**src/rtl/loot_pkg.sv**
```systemverilog
// Shared loot definitions: item codes, value/speed tables and reward FSM states.
// Used by the loot map and the reward unit.
package loot_pkg;

    localparam int unsigned SCORE_W = 14;
    localparam int unsigned VALUE_W = 10;

    typedef enum logic [2:0] {
        NONE    = 3'd0,
        GOLD    = 3'd1,
        ROCK    = 3'd2,
        DIAMOND = 3'd3,
        GOBLET  = 3'd4
    } loot_t;

    typedef enum logic [1:0] {
        EMPTY_ST,
        HOLD_ST,
        AWARD_ST
    } reward_state_t;

    // Codes 5-7 are illegal and carry no value.
    localparam logic [VALUE_W-1:0] LOOT_VALUE [8] = '{
        10'd0, 10'd100, 10'd10, 10'd500, 10'd250, 10'd0, 10'd0, 10'd0
    };

    // Entry 0 is unused; the empty-hook speed is a top-level parameter.
    localparam logic [3:0] LOOT_SPEED [8] = '{
        4'd8, 4'd3, 4'd1, 4'd6, 4'd4, 4'd8, 4'd8, 4'd8
    };

    function automatic logic loot_legal(input logic [2:0] t);
        return (t == GOLD) || (t == ROCK) || (t == DIAMOND) || (t == GOBLET);
    endfunction

    function automatic logic loot_valuable(input logic [2:0] t);
        return (t == GOLD) || (t == DIAMOND) || (t == GOBLET);
    endfunction

endpackage

```
**src/rtl/loot_reward_unit_if.sv**
```systemverilog
// Signal bundle between the game logic (master) and the loot reward unit (slave).
interface loot_reward_unit_if;
    import loot_pkg::*;

    logic               start_level;
    logic [SCORE_W-1:0] level_target;
    logic [2:0]         caught_loot_type;
    logic               hook_home;

    logic [2:0]         held_loot_type;
    logic [3:0]         reel_speed;
    logic               award_pulse;
    logic [SCORE_W-1:0] level_score;
    logic [SCORE_W-1:0] total_score;
    logic [15:0]        score_bcd;
    logic               bcd_valid;
    logic               target_reached;
    logic               combo_active;

    modport master (
        output start_level, level_target, caught_loot_type, hook_home,
        input  held_loot_type, reel_speed, award_pulse, level_score, total_score,
               score_bcd, bcd_valid, target_reached, combo_active
    );

    modport slave (
        input  start_level, level_target, caught_loot_type, hook_home,
        output held_loot_type, reel_speed, award_pulse, level_score, total_score,
               score_bcd, bcd_valid, target_reached, combo_active
    );

endinterface

```
**src/rtl/score_bcd_conv.sv**
```systemverilog
// Sequential double-dabble: 14-bit binary to 4 BCD digits, one shift per clock.
// bcd holds the last completed result until the next conversion finishes.
module score_bcd_conv (
    input  logic        clk,
    input  logic        resetN,
    input  logic        start,
    input  logic [13:0] bin,
    output logic        busy,
    output logic        done,
    output logic [15:0] bcd
);

    logic [29:0] sh_q;
    logic [3:0]  cnt_q;
    logic        busy_q;
    logic        done_q;
    logic [15:0] bcd_q;
    logic [29:0] sh_nxt;

    // Add-3 on every digit >= 5, then shift the whole register left.
    always_comb begin
        logic [29:0] a;
        a = sh_q;
        for (int d = 0; d < 4; d++) begin
            if (a[14 + 4*d +: 4] >= 4'd5) begin
                a[14 + 4*d +: 4] = a[14 + 4*d +: 4] + 4'd3;
            end
        end
        sh_nxt = {a[28:0], 1'b0};
    end

    always_ff @(posedge clk or negedge resetN) begin
        if (!resetN) begin
            sh_q   <= '0;
            cnt_q  <= '0;
            busy_q <= 1'b0;
            done_q <= 1'b0;
            bcd_q  <= '0;
        end else begin
            done_q <= 1'b0;
            if (start && !busy_q) begin
                sh_q   <= {16'd0, bin};
                cnt_q  <= '0;
                busy_q <= 1'b1;
            end else if (busy_q) begin
                sh_q  <= sh_nxt;
                cnt_q <= cnt_q + 4'd1;
                if (cnt_q == 4'd13) begin
                    busy_q <= 1'b0;
                    done_q <= 1'b1;
                    bcd_q  <= sh_nxt[29:14];
                end
            end
        end
    end

    assign busy = busy_q;
    assign done = done_q;
    assign bcd  = bcd_q;

endmodule

```
**src/rtl/loot_reward_unit.sv**
```systemverilog
// Loot reward unit: latches the hooked item, sets reel speed, awards value when the claw is home,
// keeps saturating level/total scores and a BCD copy. Optional combo doubling: LOOT_COMBO_EN.
module loot_reward_unit
    import loot_pkg::*;
#(
    parameter int unsigned SCORE_MAX   = 9999,
    parameter logic [3:0]  EMPTY_SPEED = 4'd8
`ifdef LOOT_COMBO_EN
    ,
    parameter logic [1:0]  COMBO_LEN   = 2'd3
`endif
) (
    input logic               clk,
    input logic               resetN,
    loot_reward_unit_if.slave bus
);

    localparam logic [SCORE_W-1:0] SCORE_CAP = SCORE_W'(SCORE_MAX);

    reward_state_t      state_q;
    logic [2:0]         held_q;
    logic [3:0]         speed_q;
    logic               award_q;
    logic [SCORE_W-1:0] level_q;
    logic [SCORE_W-1:0] total_q;
    logic               target_q;
    logic               pend_q;
    logic               valid_q;
`ifdef LOOT_COMBO_EN
    logic [1:0]         combo_q;
`endif

    logic [15:0]        award_val;
    logic [15:0]        level_sum;
    logic [15:0]        total_sum;
    logic [SCORE_W-1:0] level_new;
    logic [SCORE_W-1:0] total_new;

    logic               conv_start;
    logic               conv_busy;
    logic               conv_done;
    logic [15:0]        conv_bcd;

    always_comb begin
        award_val = {6'd0, LOOT_VALUE[held_q]};
`ifdef LOOT_COMBO_EN
        if ((combo_q == COMBO_LEN) && loot_valuable(held_q)) begin
            award_val = award_val << 1;
        end
`endif
        level_sum = {2'd0, level_q} + award_val;
        total_sum = {2'd0, total_q} + award_val;
        level_new = (level_sum > {2'd0, SCORE_CAP}) ? SCORE_CAP : level_sum[SCORE_W-1:0];
        total_new = (total_sum > {2'd0, SCORE_CAP}) ? SCORE_CAP : total_sum[SCORE_W-1:0];
    end

    // A total change while the converter is busy waits in pend_q and reruns afterwards.
    assign conv_start = pend_q && !conv_busy;

    always_ff @(posedge clk or negedge resetN) begin
        if (!resetN) begin
            state_q  <= EMPTY_ST;
            held_q   <= '0;
            speed_q  <= EMPTY_SPEED;
            award_q  <= 1'b0;
            level_q  <= '0;
            total_q  <= '0;
            target_q <= 1'b0;
            pend_q   <= 1'b0;
            valid_q  <= 1'b1;
`ifdef LOOT_COMBO_EN
            combo_q  <= '0;
`endif
        end else begin
            award_q <= 1'b0;
            if (conv_start) begin
                pend_q <= 1'b0;
            end
            if (conv_done && !pend_q) begin
                valid_q <= 1'b1;
            end

            if (bus.start_level) begin
                state_q  <= EMPTY_ST;
                held_q   <= '0;
                speed_q  <= EMPTY_SPEED;
                level_q  <= '0;
                target_q <= 1'b0;
`ifdef LOOT_COMBO_EN
                combo_q  <= '0;
`endif
            end else begin
                if (level_q >= bus.level_target) begin
                    target_q <= 1'b1;
                end
                unique case (state_q)
                    EMPTY_ST: begin
                        if (loot_legal(bus.caught_loot_type)) begin
                            held_q  <= bus.caught_loot_type;
                            speed_q <= LOOT_SPEED[bus.caught_loot_type];
                            state_q <= HOLD_ST;
                        end
                    end
                    HOLD_ST: begin
                        if (bus.hook_home) begin
                            state_q <= AWARD_ST;
                        end
                    end
                    AWARD_ST: begin
                        award_q <= 1'b1;
                        level_q <= level_new;
                        total_q <= total_new;
                        held_q  <= '0;
                        speed_q <= EMPTY_SPEED;
                        state_q <= EMPTY_ST;
                        if (total_new != total_q) begin
                            pend_q  <= 1'b1;
                            valid_q <= 1'b0;
                        end
`ifdef LOOT_COMBO_EN
                        if (held_q == ROCK) begin
                            combo_q <= '0;
                        end else if (loot_valuable(held_q) && (combo_q != COMBO_LEN)) begin
                            combo_q <= combo_q + 2'd1;
                        end
`endif
                    end
                    default: state_q <= EMPTY_ST;
                endcase
            end
        end
    end

    score_bcd_conv u_bcd (
        .clk    (clk),
        .resetN (resetN),
        .start  (conv_start),
        .bin    (total_q),
        .busy   (conv_busy),
        .done   (conv_done),
        .bcd    (conv_bcd)
    );

    assign bus.held_loot_type = held_q;
    assign bus.reel_speed     = speed_q;
    assign bus.award_pulse    = award_q;
    assign bus.level_score    = level_q;
    assign bus.total_score    = total_q;
    assign bus.score_bcd      = conv_bcd;
    assign bus.bcd_valid      = valid_q;
    assign bus.target_reached = target_q;
`ifdef LOOT_COMBO_EN
    assign bus.combo_active   = (combo_q == COMBO_LEN);
`else
    assign bus.combo_active   = 1'b0;
`endif

endmodule

```
**src/flat_wrapper.sv**
```systemverilog
// flat-port wrapper written by rule: the top's interface ports become plain ports
module loot_reward_unit_flat import loot_pkg::*;
#(
    parameter int unsigned SCORE_MAX   = 9999,
    parameter logic [3:0]  EMPTY_SPEED = 4'd8

)
  (clk, resetN, bus_start_level, bus_level_target, bus_caught_loot_type, bus_hook_home, bus_held_loot_type, bus_reel_speed, bus_award_pulse, bus_level_score, bus_total_score, bus_score_bcd, bus_bcd_valid, bus_target_reached, bus_combo_active);
  loot_reward_unit_if bus_i ();
  input logic clk;
  input logic resetN;
  input wire logic [$bits(bus_i.start_level)-1:0] bus_start_level;
  input wire logic [$bits(bus_i.level_target)-1:0] bus_level_target;
  input wire logic [$bits(bus_i.caught_loot_type)-1:0] bus_caught_loot_type;
  input wire logic [$bits(bus_i.hook_home)-1:0] bus_hook_home;
  output wire logic [$bits(bus_i.held_loot_type)-1:0] bus_held_loot_type;
  output wire logic [$bits(bus_i.reel_speed)-1:0] bus_reel_speed;
  output wire logic [$bits(bus_i.award_pulse)-1:0] bus_award_pulse;
  output wire logic [$bits(bus_i.level_score)-1:0] bus_level_score;
  output wire logic [$bits(bus_i.total_score)-1:0] bus_total_score;
  output wire logic [$bits(bus_i.score_bcd)-1:0] bus_score_bcd;
  output wire logic [$bits(bus_i.bcd_valid)-1:0] bus_bcd_valid;
  output wire logic [$bits(bus_i.target_reached)-1:0] bus_target_reached;
  output wire logic [$bits(bus_i.combo_active)-1:0] bus_combo_active;
  assign bus_i.start_level = bus_start_level;
  assign bus_i.level_target = bus_level_target;
  assign bus_i.caught_loot_type = bus_caught_loot_type;
  assign bus_i.hook_home = bus_hook_home;
  assign bus_held_loot_type = bus_i.held_loot_type;
  assign bus_reel_speed = bus_i.reel_speed;
  assign bus_award_pulse = bus_i.award_pulse;
  assign bus_level_score = bus_i.level_score;
  assign bus_total_score = bus_i.total_score;
  assign bus_score_bcd = bus_i.score_bcd;
  assign bus_bcd_valid = bus_i.bcd_valid;
  assign bus_target_reached = bus_i.target_reached;
  assign bus_combo_active = bus_i.combo_active;
  loot_reward_unit #(.SCORE_MAX(SCORE_MAX), .EMPTY_SPEED(EMPTY_SPEED)) u_core (.clk(clk), .resetN(resetN), .bus(bus_i));
endmodule
```
**config.mk**
```make
export PLATFORM = sky130hd
export DESIGN_NAME = loot_reward_unit_flat
export DESIGN_NICKNAME = d
export VERILOG_FILES = /design/src/rtl/loot_pkg.sv /design/src/rtl/loot_reward_unit_if.sv /design/src/rtl/score_bcd_conv.sv /design/src/rtl/loot_reward_unit.sv /design/src/flat_wrapper.sv
export SDC_FILE = /design/constraint.sdc
export NUM_CORES = 1
export LEC_CHECK = 0
export BUFFER_PORTS_ARGS = -buffer_cell sky130_fd_sc_hd__clkbuf_2
export CELL_PAD_IN_SITES_DETAIL_PLACEMENT = 0
export CELL_PAD_IN_SITES_GLOBAL_PLACEMENT = 1
export CORE_ASPECT_RATIO = 1.1
export CORE_MARGIN = 2
export CORE_UTILIZATION = 30
export CTS_CLUSTER_SIZE = 20
export DETAILED_ROUTE_END_ITERATION = 10
export PLACE_DENSITY_LB_ADDON = 0.1
export SLEW_MARGIN = 20
export SYNTH_ARGS = -nofsm -noshare
export SYNTH_HDL_FRONTEND = slang
export SYNTH_SLANG_ARGS = --single-unit
```
**constraint.sdc**
```tcl
create_clock -name clk -period 6.8 [get_ports clk]
set_input_delay 1.36 -clock clk [delete_from_list [all_inputs] [get_ports clk]]
set_output_delay 1.36 -clock clk [all_outputs]
set_load 0.02 [all_outputs]
```
==> metrics.yaml <==
outcome:
  status: "completed"
sta:
  final_worst_path_period_share: 0.6325
  clock_period_minus_final_worst_setup_slack_ns: 4.301
  worst_clock_skew_ns: 0.008052
  tightest_slew_ns: 1.004
  finalHoldViolCount: 0
  relative_slew_margins: 0.3304
  peak_clock_frequency_supported_by_timing_ghz: 0.2325
  setup_viol: 0
  final_max_slew_viol_count: 0
  setup_repair_after_global_routing_missed_its_margin: "no"
  final.setup.tns_ns: 0
critical_path:
  setup.worst_path.start_class: "register"
  r2r_slack_ns: 2.50
  worst-endpoint-arrival_ns: 4.49
  timing.critical_path.fanout_max: 11
  timing_worst_setup_path_type: "reg2reg"
  worst_ep_required_time_ns: 6.98
  setup.worst_path.end_class: "register"
  rr_worst_depth: 14
grt:
  grt_start_max_net_pins: 76
  globalRouteOverflowTotal: 0
  vias_in_the_first_global_route: 5044
  grt_antenna_before_repair: 0
  track_usage: 0.1561
  grt_pass1_wl_mm: 27.37
finish:
  flow.area_growth_from_synthesis_pct: 13.17
  final_area_um2: 6998
  fin_nets: 801
  area.sequential_um2: 2331
  layout.filler_cells: 2109
  final_layout_size_suffix_gt1_frac: 0.1680
  final_antenna_diode_count: 0
  multi_input_area_um2: 3461
clocking:
  cts.reportedPaths.clkPinSlew_ns: 0.07
  cts-root-buf: "sky130_fd_sc_hd__clkbuf_16"
  clock-sinks: 93
  tritoncts: "yes"
  cts_buffers: 9
  holdBufCountCts: 0
  number_of_setup_buffers_added_after_cts: 0
  post_cts_resize_count: 0
  latest_clock_arrival_within_the_worst_skew_pair_ns: 0.35
  max-clock-path-buffers: 2
  htree_num_levels: 3
die:
  boundaryPins: 76
  placement_rows: 55
  floorplan.die.width_um: 140.9
  total_core_area_um2: 20370
  die_area_um2: 21780
  initial_utilization: 0.3036
  overall_die_height_um: 154.6
detailed_routing:
  number_of_antenna_violating_nets_in_the_routed_design: 0
  drt-total-wl_mm: 16.54
  drt-pass1-iter-count: 4
  detailroute.via_count: 5103
  detail_route.drc_violations: 0
  avgViaCountPerCell: 5.134
  drt_iter0_markers: 204
  wire_per_inst_um: 16.64
power:
  peakVddDrop_mv: 0.1303
  static_leakage_power_nw: 3.360
  power_density_nw_per_um2: 349.6
  total_power_mw: 2.447
min_path:
  timing.hold.worst.class: "reg2reg"
  hold_path_depth: 2
logic_synthesis:
  synth.cells.most_frequent: "98 x sky130_fd_sc_hd__nand2_1, 91 x sky130_fd_sc_hd__dfrtp_1, 57 x sky130_fd_sc_hd__o21ai_0"
  yosysWarningCount: 0
  synth.net_count: 745
  syn_inst: 677
  synth.yosys.seq_area_share: 0.3768
  top_reg_cell_synth: "sky130_fd_sc_hd__dfrtp_1"
  synth_top_area_cell: "sky130_fd_sc_hd__dfrtp_1"
  yosys.cell_count.top_type: "sky130_fd_sc_hd__nand2_1"
  yosys_register_bits: 93
  synth_enable_flop_cells: 0
  yosys.cell_types.count: 83
  syn_area_per_cell_um2: 9.134
  synth.cell_area_um2: 6183
  ys_async_sr_fraction: 1.000
  synth_largest_type_area_fraction: 0.3683
  synth.area.top_cells: "sky130_fd_sc_hd__dfrtp_1 37%, sky130_fd_sc_hd__ha_1 9.1%, sky130_fd_sc_hd__nand2_1 5.9%, sky130_fd_sc_hd__o21ai_0 4.6%, sky130_fd_sc_hd__mux2i_1 3.4%"
placed_design:
  place_area_um2: 6684
  io_buffer_count: 74
  dpl.hpwl_mm: 12.19
  routabilityCongestion: 0.8272
run:
  count_of_max_cap_constraint_violations: 0
## power breakdown
part	switching, mW	leakage (nW)	total [mW]	internal [mW]
logic	0.591	1.99	1.01	0.421
clock network	0.234	0.152	0.535	0.301
registers	0.193	1.22	0.900	0.707
## metrics by stage
stage | std cells | utilization | hold WS, ns | setup slack (ns)
floorplan | 677 | - | 0.4433 | 3.174
global placement | 978 | 0.3281 | 0.4599 | 2.786
detailed placement | 978 | 0.3281 | 0.4634 | 2.563
CTS | 994 | 0.3434 | 0.4826 | 2.532
global route | 994 | 0.3436 | 0.5103 | 2.091
finish | 994 | 0.3436 | 0.4775 | 2.499
## per-layer routing
layer / global-route usage / wire length, um / vias up
met5: 0 / 0 / -
met4: 0.04000 / 181 / 0
met1: 0.2096 / 7889 / 2494
met3: 0.02353 / 550 / 11
met2: 0.2639 / 7920 / 81
li1: - / - / 2517
## cells in the final DEF, fill, tap and decap left out, types with 7 or more instances in the layout
cell type | synthesis | layout
sky130_fd_sc_hd__mux2i_1 | 21 | 21
sky130_fd_sc_hd__ha_1 | 45 | 45
sky130_fd_sc_hd__a21o_1 | 8 | 8
sky130_fd_sc_hd__nor3_1 | 17 | 17
sky130_fd_sc_hd__nand2b_1 | 9 | 9
sky130_fd_sc_hd__nor4_1 | 7 | 7
sky130_fd_sc_hd__dfrtp_1 | 91 | 90
sky130_fd_sc_hd__clkbuf_16 | 0 | 9
sky130_fd_sc_hd__and2_1 | 7 | 7
sky130_fd_sc_hd__o22ai_1 | 7 | 7
sky130_fd_sc_hd__o21ai_0 | 57 | 56
sky130_fd_sc_hd__a21oi_1 | 31 | 31
sky130_fd_sc_hd__inv_1 | 47 | 47
sky130_fd_sc_hd__and3_1 | 8 | 8
sky130_fd_sc_hd__nor2_1 | 35 | 35
sky130_fd_sc_hd__a211oi_1 | 10 | 10
sky130_fd_sc_hd__nand2_1 | 98 | 98
sky130_fd_sc_hd__nand3_1 | 11 | 11
sky130_fd_sc_hd__xnor2_1 | 13 | 13
sky130_fd_sc_hd__o31ai_1 | 11 | 11
sky130_fd_sc_hd__a22o_1 | 7 | 7
sky130_fd_sc_hd__clkbuf_2 | 0 | 73
## path summary, 6_finish.rpt
kind / from / end
min: u_core.u_bcd.bcd[10] / u_core.u_bcd.bcd[10]
min reg2reg: u_core.u_bcd.bcd[10] / u_core.u_bcd.bcd[10]
max reg2reg: u_core.bus.held_loot_type[2] / u_core.bus.level_score[1]
min in group asynchronous: resetN / u_core.u_bcd.sh_q[25]
max: u_core.bus.held_loot_type[2] / u_core.bus.level_score[1]
max in group asynchronous: resetN / u_core.u_bcd.busy
## registers in the layout, indices dropped and copies added, names as in the netlist
signal                     count
u_core.u_bcd.done              1
u_core.bus.bcd_valid           1
u_core.bus.held_loot_type      3
u_core.state_q                 2
u_core.bus.reel_speed          4
u_core.u_bcd.busy              1
u_core.bus.level_score        14
u_core.u_bcd.bcd              16
u_core.bus.award_pulse         1
u_core.u_bcd.cnt_q             4
u_core.u_bcd.sh_q             30
u_core.pend_q                  1
u_core.bus.target_reached      1
u_core.bus.total_score        14
## worst max-delay path, stage by stage (launching register included)
cell and delay (ns):
sky130_fd_sc_hd__dfrtp_1 0.44, sky130_fd_sc_hd__xnor2_1 0.14, sky130_fd_sc_hd__nor2_1 0.37, sky130_fd_sc_hd__ha_1 0.27, sky130_fd_sc_hd__inv_1 0.06, sky130_fd_sc_hd__fa_1 0.40, sky130_fd_sc_hd__nor2b_1 0.13, sky130_fd_sc_hd__o21ai_1 0.09
sky130_fd_sc_hd__a21oi_1 0.34, sky130_fd_sc_hd__o211ai_1 0.20, sky130_fd_sc_hd__a21boi_0 0.39, sky130_fd_sc_hd__and3_1 0.21, sky130_fd_sc_hd__o32ai_1 0.11, sky130_fd_sc_hd__a32oi_1 0.79, sky130_fd_sc_hd__a311oi_1 0.20
## area by class of cell
cell class                 count  area share
multi-input combinational    505      0.4945
timing repair buffer          77     0.05704
tap                          256     0.04577
inverter                      47     0.02521
clock buffer                  11     0.03469
clock inverter                 5    0.009655
sequential                    93      0.3331
## cells by family after synthesis
| family | share of synthesized area |
|---|---|
| XOR/XNOR | 0.02954 |
| AO/OA/AOI/OAI | 0.2175 |
| buffers and inverters | 0.06353 |
| AND/OR/NAND/NOR | 0.1732 |
| flip-flops | 0.3768 |
| adder cells (fa/ha/maj) | 0.09753 |
| multiplexers | 0.04128 |
| other | 0.0006065 |
(Power assumes the default switching activity.)
